`config.mk`:
```
export PLATFORM = sky130hd
export DESIGN_NAME = pipeline_skid_stage
export DESIGN_NICKNAME = d
export VERILOG_FILES = /design/src/rtl/pipeline_skid_stage_pkg.sv /design/src/rtl/pipeline_skid_stage_sat_counter.sv /design/src/rtl/pipeline_skid_stage.sv
export SDC_FILE = /design/constraint.sdc
export NUM_CORES = 1
export LEC_CHECK = 0
export CAP_MARGIN = 20
export CORE_ASPECT_RATIO = 2
export CORE_UTILIZATION = 45
export DETAILED_ROUTE_END_ITERATION = 8
export GPL_TIMING_DRIVEN = 0
export PLACE_DENSITY = 0.85
export RECOVER_POWER = 50
export SLEW_MARGIN = 20
export SYNTH_ARGS = -nofsm -noshare
export SYNTH_HDL_FRONTEND = slang
export SYNTH_SLANG_ARGS = --single-unit
export TNS_END_PERCENT = 100
```
`constraint.sdc`:
```
create_clock -name clk -period 1.6 [get_ports clk]
set_input_delay 0.16 -clock clk [delete_from_list [all_inputs] [get_ports clk]]
set_output_delay 0.16 -clock clk [all_outputs]
set_load 0.01 [all_outputs]
```
`src/rtl/pipeline_skid_stage_pkg.sv`:
```
// Shared definitions for the pipeline skid stage: state encoding, default widths
// and the state-to-occupancy decode.
package pipeline_skid_stage_pkg;

  localparam int DEFAULT_DATA_WIDTH      = 32;
  localparam int DEFAULT_STALL_CNT_WIDTH = 16;

  typedef enum logic [1:0] {
    ST_EMPTY = 2'd0,
    ST_ONE   = 2'd1,
    ST_FULL  = 2'd2
  } skid_state_t;

  // Number of beats held in a given state.
  function automatic logic [1:0] occupancy_of(input skid_state_t st);
    logic [1:0] occ;
    case (st)
      ST_EMPTY: occ = 2'd0;
      ST_ONE:   occ = 2'd1;
      ST_FULL:  occ = 2'd2;
      default:  occ = 2'd0;
    endcase
    return occ;
  endfunction

endpackage

```
`src/rtl/pipeline_skid_stage_sat_counter.sv`:
```
// Saturating up-counter with synchronous clear; holds at all-ones instead of
// wrapping.
module sat_counter #(
  parameter int WIDTH = 16
) (
  input  logic             clk,
  input  logic             clear,
  input  logic             inc,
  output logic [WIDTH-1:0] count
);

  localparam logic [WIDTH-1:0] COUNT_MAX = {WIDTH{1'b1}};

  logic [WIDTH-1:0] count_r;

  // Count up on inc until the all-ones ceiling is reached.
  always_ff @(posedge clk) begin
    if (clear) begin
      count_r <= {WIDTH{1'b0}};
    end else if (inc && (count_r != COUNT_MAX)) begin
      count_r <= count_r + WIDTH'(1'b1);
    end else begin
      count_r <= count_r;
    end
  end

  assign count = count_r;

endmodule

```
`src/rtl/pipeline_skid_stage.sv`:
```
// Two-entry skid buffer between valid/ready interfaces. in_ready is a register
// so upstream never sees a combinational path from out_ready.
module pipeline_skid_stage
  import pipeline_skid_stage_pkg::*;
#(
  parameter int DATA_WIDTH      = DEFAULT_DATA_WIDTH,
  parameter int STALL_CNT_WIDTH = DEFAULT_STALL_CNT_WIDTH
) (
  input  logic                       clk,
  input  logic                       reset,
  input  logic                       flush,
  input  logic                       in_valid,
  input  logic [DATA_WIDTH-1:0]      in_data,
  output logic                       in_ready,
  output logic                       out_valid,
  output logic [DATA_WIDTH-1:0]      out_data,
  input  logic                       out_ready,
  output logic [1:0]                 occupancy,
  output logic [STALL_CNT_WIDTH-1:0] stall_count
);

  skid_state_t           state_r;
  skid_state_t           state_nxt_s;
  logic [DATA_WIDTH-1:0] main_r;
  logic [DATA_WIDTH-1:0] skid_r;
  logic [DATA_WIDTH-1:0] main_nxt_s;
  logic [DATA_WIDTH-1:0] skid_nxt_s;
  logic                  in_ready_r;
  logic                  out_valid_r;
  logic [1:0]            occupancy_r;
  logic                  stall_inc_s;

  // Next-state and payload steering; flush empties the stage regardless of handshakes.
  always_comb begin
    state_nxt_s = state_r;
    main_nxt_s  = main_r;
    skid_nxt_s  = skid_r;
    if (flush) begin
      state_nxt_s = ST_EMPTY;
    end else begin
      case (state_r)
        ST_EMPTY: begin
          if (in_valid) begin
            main_nxt_s  = in_data;
            state_nxt_s = ST_ONE;
          end else begin
            state_nxt_s = ST_EMPTY;
          end
        end
        ST_ONE: begin
          if (in_valid && out_ready) begin
            main_nxt_s  = in_data;
            state_nxt_s = ST_ONE;
          end else if (in_valid) begin
            // Downstream stalled while upstream still had ready=1: park the beat.
            skid_nxt_s  = in_data;
            state_nxt_s = ST_FULL;
          end else if (out_ready) begin
            state_nxt_s = ST_EMPTY;
          end else begin
            state_nxt_s = ST_ONE;
          end
        end
        ST_FULL: begin
          if (out_ready) begin
            main_nxt_s  = skid_r;
            state_nxt_s = ST_ONE;
          end else begin
            state_nxt_s = ST_FULL;
          end
        end
        default: begin
          state_nxt_s = ST_EMPTY;
        end
      endcase
    end
  end

  // State, payload and registered handshake outputs, all derived from the next state.
  always_ff @(posedge clk) begin
    if (reset) begin
      state_r     <= ST_EMPTY;
      main_r      <= {DATA_WIDTH{1'b0}};
      skid_r      <= {DATA_WIDTH{1'b0}};
      in_ready_r  <= 1'b1;
      out_valid_r <= 1'b0;
      occupancy_r <= 2'd0;
    end else begin
      state_r     <= state_nxt_s;
      main_r      <= main_nxt_s;
      skid_r      <= skid_nxt_s;
      in_ready_r  <= (state_nxt_s != ST_FULL);
      out_valid_r <= (state_nxt_s != ST_EMPTY);
      occupancy_r <= occupancy_of(state_nxt_s);
    end
  end

  assign stall_inc_s = out_valid_r && !out_ready;

  sat_counter #(
    .WIDTH (STALL_CNT_WIDTH)
  ) u_stall_counter (
    .clk   (clk),
    .clear (reset),
    .inc   (stall_inc_s),
    .count (stall_count)
  );

  assign in_ready  = in_ready_r;
  assign out_valid = out_valid_r;
  assign out_data  = main_r;
  assign occupancy = occupancy_r;

endmodule

```
Word level (Yosys, flattened, before mapping)
Cells that the tools add are included.
{"block": "totals", "latchBits": 0, "in_bits": 37, "register_bits": 86, "ram_bits": 0, "n_memories": 0, "mem_bits_ro": 0}
{"block": "op_classes", "n_div": 0, "n_lt_le_gt_ge": 0, "reduce_logical": 9, "shifts": 0, "n_mux": 12, "n_mul": 0, "n_bitwise": 2, "add_sub_neg": 1, "n_eq_ne": 9}
{"op": "$mux 32", "n": 3}
{"op": "$pmux 32 s3", "n": 1}
{"op": "$add 16x1->16 const B", "n": 1}
{"op": "$ne 16x16->1 const B", "n": 1}
{"op": "$mux 2", "n": 4}
{"op": "$ne 2x2->1 const B", "n": 4}
{"op": "$pmux 2 s3", "n": 1}
{"op": "$reduce_and 5->1", "n": 1}
{"op": "$eq 2x1->1 const B", "n": 2}
{"op": "$eq 2x2->1 const B", "n": 2}
{"op": "$pmux 2 s2", "n": 1}
{"op": "$reduce_and 4->1", "n": 1}
{"op": "$logic_and 1x1->1", "n": 3}
{"op": "$reduce_bool 3->1", "n": 1}
{"op": "$logic_not 2->1", "n": 1}
{"op": "$mux 1", "n": 2}
{"op": "$not 1->1", "n": 2}
{"op": "$reduce_bool 2->1", "n": 1}
{"op": "$logic_not 1->1", "n": 1}

Depth between registers and ports, before layout
Gate-level depths: netlist of run 1.
{"block": "logic_depth", "ltp_word": 7, "mapped_depth": 7, "depth_no_buf": 6}

Modules after synthesis
A second synthesis of run 1 with hierarchy kept.
{"block": "unflattened", "cells_unflattened": 424, "area_unflattened_um2": 4157.7}
{"mod": "pipeline_skid_stage", "cells_each": 325, "instances": 1, "area_per_inst_um2": 3309.4}
{"mod": "sat_counter", "cells_each": 99, "instances": 1, "area_per_inst_um2": 848.3}

Least setup slack after synthesis of run 1
OpenSTA, ideal clock, no wires.
{"block": "synth_timing", "path_type": "register to register", "startpoint": "register u_stall_counter.count_r[0] (netlist: u_stall_counter.count[0])", "endpoint": "register u_stall_counter.count_r[14] (netlist: u_stall_counter.count[14])", "t_required_ns": 1.479, "setup_time_ns": 0.121, "setup_slack_ns": -0.265, "path_buffers": 1, "path_stages_with_launch": 7, "t_arrival_ns": 1.744, "path_cell_list": "dfxtp_1 > ha_1 > nand4_1 > nor4_2 > buf_2 > nor4_1 > mux2_2"}
{"block": "synth_via", "elab_chain_cells": 2}
{"element": "start, declared", "line_no": "pipeline_skid_stage_sat_counter.sv:14", "text": "logic [WIDTH-1:0] count_r;"}
{"element": "start signal, assigned", "line_no": "pipeline_skid_stage_sat_counter.sv:19", "text": "count_r <= {WIDTH{1'b0}};"}
{"element": "start signal, assigned", "line_no": "pipeline_skid_stage_sat_counter.sv:21", "text": "count_r <= count_r + WIDTH'(1'b1);"}
{"element": "start signal, assigned", "line_no": "pipeline_skid_stage_sat_counter.sv:23", "text": "count_r <= count_r;"}
{"element": "branches (longest 2 deep; another with $add 16x1->16)"}
Several ways; the timed one is not identified.
A chain may end at the register's enable or synchronous reset.

Final worst setup path of run 1
{"block": "layout_timing", "startpoint": "register u_stall_counter.count_r[1] (netlist: u_stall_counter.count[1])", "endpoint": "register u_stall_counter.count_r[2] (netlist: u_stall_counter.count[2])"}
Same word-level chain as after synthesis.

==> results of run 1 <==
-- flip-flops by register name, summed over array words and instances, names as in the netlist --
name                   count
occupancy                  2
in_ready                   1
u_stall_counter.count     16
out_data                  32
out_valid                  1
skid_r                    32
state_r                    2
-- worst min-delay path by stage --
stage / to / slack (ns) / depth (start not counted)
after floorplan: state_r[1] / 0.26 / 1
after global placement: skid_r[9] / 0.44 / 2
after detailed placement: skid_r[15] / 0.45 / 2
after CTS: skid_r[15] / 0.41 / 3
after global routing: skid_r[19] / 0.43 / 3
final: skid_r[15] / 0.41 / 3
-- power breakdown --
part	internal (mW)	switching, mW
clock	1.49	0.829
combinational	0.236	0.266
sequential	2.18	0.0313
-- Yosys cell counts, drive strengths merged, types with 5 or more instances --
master  number  area share (%)
nor2         6            0.60
dfxtp       86              46
or3         34             5.6
nand3        5            0.80
buf          6            0.86
o21ai       36             4.8
a21oi       77              10
nor4         6             1.2
nand2       73             7.3
nand4        5            0.83
o31ai        8             1.6
nand2b       5            0.83
clkbuf      32             3.2
mux2i       34             9.0
or4         10             2.0
-- tightest hold or removal path: stages --
cell and delay (ns):
clkdlybuf4s50_1 0.42, nand2_1 0.07, a21oi_1 0.05
-- cells by family after synthesis --
logic type                 synth area share (%)
DFF                                        45.7
muxes                                      9.93
adders and majority gates                 0.997
AOI/OAI and AO/OA                          17.4
buffers and inverters                      4.29
and+or+nand+nor                            21.6
-- final cells by class --
| cell class | instances | area (um^2) |
|---|---|---|
| Sequential cell | 86 | 1770 |
| Inverter | 2 | 7.51 |
| Multi-Input combinational cell | 323 | 2070 |
| Tap cell | 96 | 120 |
| Clock buffer | 15 | 310 |
| Timing Repair Buffer | 108 | 1050 |
| Buffer | 36 | 216 |
| Clock inverter | 1 | 30.0 |
| Fill cell | 551 | 2420 |
-- timing repair --
action,4_1_cts,5_1_grt
resized for setup,52,59
endpoints found under the setup margin,78,79
pin swaps,12,13
buffers inserted,15,4
cloned,1,0
-- routing by layer --
metal  wire length [um]  track usage (%)
met1               4410             28.7
met2               6870             50.8
met3                716             5.64
met4                587             16.9
met5                  0                0
-- per-stage QoR --
stage	area [um^2]	hold slack (ns)
after floorplan	3810	0.260
after global placement	4810	0.441
after detailed placement	4810	0.446
after CTS	5420	0.408
after global routing	5580	0.431
final	5580	0.408
==> results.ini, run 1 <==
[clocking]
cts_hold_repair.buffers=0
htreeDepth=3
cts_tree=done
cts_root_buf=clkbuf_16
cts.sinks=86
clock_path_buffers=2
clk_pin_slew_worst_paths_ns=0.06
cts_buffers=9
clk_latency_ns=0.34

[cells_and_area]
final_core_util_pct=69.8
layout-drive-gt1-share_pct=20.0
instances_no_fill=667
diodes=0
final_common_cell=nand2_1
area_delta_synth_final_pct=48.3
final_cell_mix=73 x nand2_1, 67 x a21oi_1, 67 x dfxtp_1
fin_nets=606

[die]
initial_core_util_pct=47.1
coreArea_um2=8000
die_width_um=66.7
pin_count=89
die_h_um=131
fp-row-count=46
design.die.area_um2=8760

[setup_path]
critPathBufInv=1
crit_end=u_stall_counter.count[2]
cpMaxStageDelayCell=or4_2
r2r_end=u_stall_counter.count[2]
critPathMaxStageDelay_ns=0.57
regToRegStartpoint=u_stall_counter.count[1]
worstPathCellList=ha_4, nand4_1, nor4_4, buf_6, or4_2, a21oi_2
worstPathArrival_ns=2.04
critical_path.startpoint_type=register
endpoint_kind=register
rrSetupSlack_ns=-0.18
crit_family=simple AND/OR/NAND/NOR gates
worst-path-stages=6
path_max_fanout=8
worstPathRequired_ns=1.86
r2r_cells=6
crit_type=register to register
cp-startpoint=u_stall_counter.count[1]

[placement]
numPlacedInstances=633
io_buffers=88
place_ws_ns=-0.816
gp_congestion=0.855
dpl.hpwl_um=7540

[global_route]
first_global_vias=4047
antenna_found_initial=0
grt_pass1_wl_um=19200
grt_use_total_pct=28.5
grt_max_degree=14
overflow=0

[min_path]
hold_path_startpoint=in_data[15]
hold_class=primary input to register

[drt]
via_per_inst=6.07
drt-pass1-iter-count=7
wl_per_cell_um=18.9
drt_iter0_markers=504
antenna_left=0
vias=4051
wirelength_um=12600
route.detailed.drc=0

[sta]
min_period_ns=1.78
rsz0062_at_grt=true
tightest_slew_ns=0.578
slew_violations=0
report.final.setup_viol=47
max_freq_ghz=0.561
timing.final.crit_share_pct=111
timing.final.ws_setup_ns=-0.183
clock-skew-final_ns=0.00469
max_slew_margin_pct=61.5
hold_viol_final=0
timing.setup.tns_ns=-2.41

[power_and_ir_drop]
power.density_nw_per_um2=900
total_power_mw=5.03
power_leakage_nw=2.20
vdd_ir_drop_max_mv=0.570

[synth]
ys_ff_latch=86
syn_area_um2=3770
synthDistinctLibCells=35
syn_nets=489
async_flop_share_pct=0
synth_cells=449
ys_warn_count=0
synth_edf_count=0
synth_seq_area_share_pct=45.7
synth_ff_type=dfxtp_1
synth_area_per_cell_um2=8.39

[job]
maxCapViolations=0

[status]
violations=negative setup slack
outcome=finished with violations

No activity file was read; power rests on OpenSTA's default activity.
==> inputs of run 2 (changes only) <==
- MAX_ROUTING_LAYER: default -> met4
==> run 2 against run 1 <==
  * Die area unchanged
  * The run still ends with negative setup slack left
  * Worst hold slack better by 0.0034 ns
  * Global-route usage up 0.63 points
  * Fmax down 1.8%
  * Setup slack worse by 0.032 ns
==> results.ini, run 2 (synthesis gave the netlist of run 1 again) <==
[cells_and_area]
instances_no_fill=664  ; -0.45%
final_common_cell=nand2_1
nFillCells=560  ; +1.6%
area_delta_synth_final_pct=48.4
diodes=0  ; unchanged
fin_nets=603  ; -0.50%
layout-drive-gt1-share_pct=19.0  ; -0.95 points
multi_input_comb_area_um2=2120  ; +2.2%
final_cell_mix=73 x nand2_1, 70 x a21oi_1, 70 x dfxtp_1
stdcell_area_um2=5590  ; +0.11%
regArea_um2=1760  ; -0.78%

[die]
die_width_um=66.7  ; unchanged
pin_count=89  ; unchanged
fp-row-count=46  ; unchanged
coreArea_um2=8000  ; unchanged
initial_core_util_pct=47.1  ; unchanged
die_h_um=131  ; unchanged
design.die.area_um2=8760  ; unchanged

[setup_path]
crit_family=simple AND/OR/NAND/NOR gates
worstPathRequired_ns=1.87  ; about the same
endpoint_kind=register
crit_type=register to register
critPathMaxStageDelay_ns=0.39  ; -0.18 ns
path_max_fanout=8  ; unchanged
critPathBufInv=2  ; +1
critical_path.startpoint_type=register
worstPathCellList=ha_4, nand4_1, nor4_4, buf_6, buf_16, o31ai_1, a21oi_2
worstPathArrival_ns=2.08  ; +0.04 ns
cpMaxStageDelayCell=dfxtp_4

[drt]
wl_per_cell_um=19.6  ; +3.9%
drt-pass1-iter-count=5  ; -2
vias=4053  ; +0.049%
drt_iter0_markers=461  ; -8.5%
antenna_left=0  ; unchanged
wirelength_um=13000  ; +3.5%
via_per_inst=6.10  ; +0.50%
route.detailed.drc=0  ; unchanged

[clocking]
clock_path_buffers=2  ; unchanged
clk_latency_ns=0.34  ; about the same
cts.sinks=86  ; unchanged
htreeDepth=3  ; unchanged
clk_pin_slew_worst_paths_ns=0.06  ; about the same
cts_buffers=9  ; unchanged
cts_root_buf=clkbuf_16
cts_tree=done

[sta]
hold_slack_ns=0.411  ; +0.00342 ns
min_period_ns=1.82  ; +0.0323 ns
rsz0062_at_grt=true
report.final.setup_viol=46  ; -2.1%
timing.final.crit_share_pct=113  ; +2.0 points
slew_violations=0  ; unchanged
hold_viol_final=0  ; unchanged
max_freq_ghz=0.551  ; -1.8%
timing.final.ws_setup_ns=-0.216  ; -0.0323 ns
tightest_slew_ns=0.554  ; -0.0236 ns
max_slew_margin_pct=63.1  ; +1.6 points
clock-skew-final_ns=0.00591  ; +0.00122 ns

[power_and_ir_drop]
power.density_nw_per_um2=904  ; +0.36%
power.share.switching_pct=22.6  ; +0.20 points
power_switching_mw=1.14  ; +1.4%
p_int_mw=3.91  ; +0.22%
clock_power_share_pct=46.0  ; about the same
seqPwrFrac_pct=43.9  ; about the same
vdd_ir_drop_max_mv=0.549  ; -3.7%
pwr-share-comb_pct=10.1  ; about the same
power_leakage_nw=2.20  ; -0.27%

[job]
maxCapViolations=0  ; unchanged

[status]
violations=negative setup slack
outcome=finished with violations

[min_path]
hold_class=primary input to register

[placement]
dpl.hpwl_um=7540  ; unchanged
place_ws_ns=-0.816  ; unchanged
numPlacedInstances=633  ; unchanged
gp_congestion=0.868  ; +1.6%
dpl_cell_area_um2=4810  ; unchanged
io_buffers=88  ; unchanged

[global_route]
first_global_vias=4048  ; +0.025%
overflow=0  ; unchanged
grt_pass1_wl_um=19100  ; -0.36%
antenna_found_initial=0  ; unchanged
grt_max_degree=14  ; unchanged
grt_use_total_pct=29.1  ; +0.63 points

## run 2: cell type report
cell class / count / area share [%]
Multi-Input combinational cell: 323 / 37.9
Sequential cell: 86 / 31.5
Timing Repair Buffer: 105 / 18.4
Clock buffer: 15 / 5.55
Buffer: 36 / 3.89
Tap cell: 96 / 2.15
Clock inverter: 1 / 0.537
Inverter: 2 / 0.134
## run 2: worst reg2reg max path, cell delays in order, from the launching register on
cell,delay (ns)
dfxtp_4,0.39
ha_4,0.15
nand4_1,0.18
nor4_4,0.38
buf_6,0.23
buf_16,0.15
o31ai_1,0.11
a21oi_2,0.16
## run 2: layer usage
| metal | GRT usage (%) | routed length, um | vias to the layer above | part of all wire, % |
|---|---|---|---|---|
| li1 | - | - | 1828 | - |
| met1 | 28.2 | 4400 | 1926 | 34 |
| met2 | 50.7 | 7150 | 225 | 55 |
| met3 | 5.56 | 754 | 74 | 5.8 |
| met4 | 17.4 | 714 | 0 | 5.5 |
| met5 | - | 0 | - | 0 |
## run 2: power groups by stage
stage | registers, mW | logic (mW) | clock network, mW
2_1_floorplan | 2.29 | 0.187 | 0
3_3_place_gp | 2.27 | 0.460 | 0
3_5_place_dp | 2.27 | 0.471 | 0
4_1_cts | 2.22 | 0.484 | 2.31
5_1_grt | 2.22 | 0.544 | 2.44
6_report | 2.22 | 0.509 | 2.32
## run 2: worst paths after layout
path | slack, ns | depth (start not counted) | start | endpoint
setup / recovery | -0.22 | 7 | u_stall_counter.count[1] | u_stall_counter.count[2]
hold / removal | 0.41 | 3 | in_data[15] | skid_r[15]
setup reg to reg | -0.22 | 7 | u_stall_counter.count[1] | u_stall_counter.count[2]
hold reg to reg | 0.45 | 2 | skid_r[0] | skid_r[0]
## run 2: what timing repair did
| action | CTS | global route |
|---|---|---|
| hold buffers | 0 | 0 |
| pin swaps | 12 | 20 |
| cloned | 1 | 0 |
| setup buffers | 15 | 3 |
| gates resized for setup | 52 | 57 |
| endpoints found under the setup margin | 78 | 79 |
## run 2: stage by stage
step	TNS [ns]	utilization, %	total power [mW]
2_1_floorplan	-0.517	-	2.47
3_3_place_gp	-45.05	60.2	2.73
3_5_place_dp	-48.33	60.2	2.74
4_1_cts	-1.16	67.8	5.02
5_1_grt	-8.18	69.9	5.20
6_report	-3.44	69.9	5.05
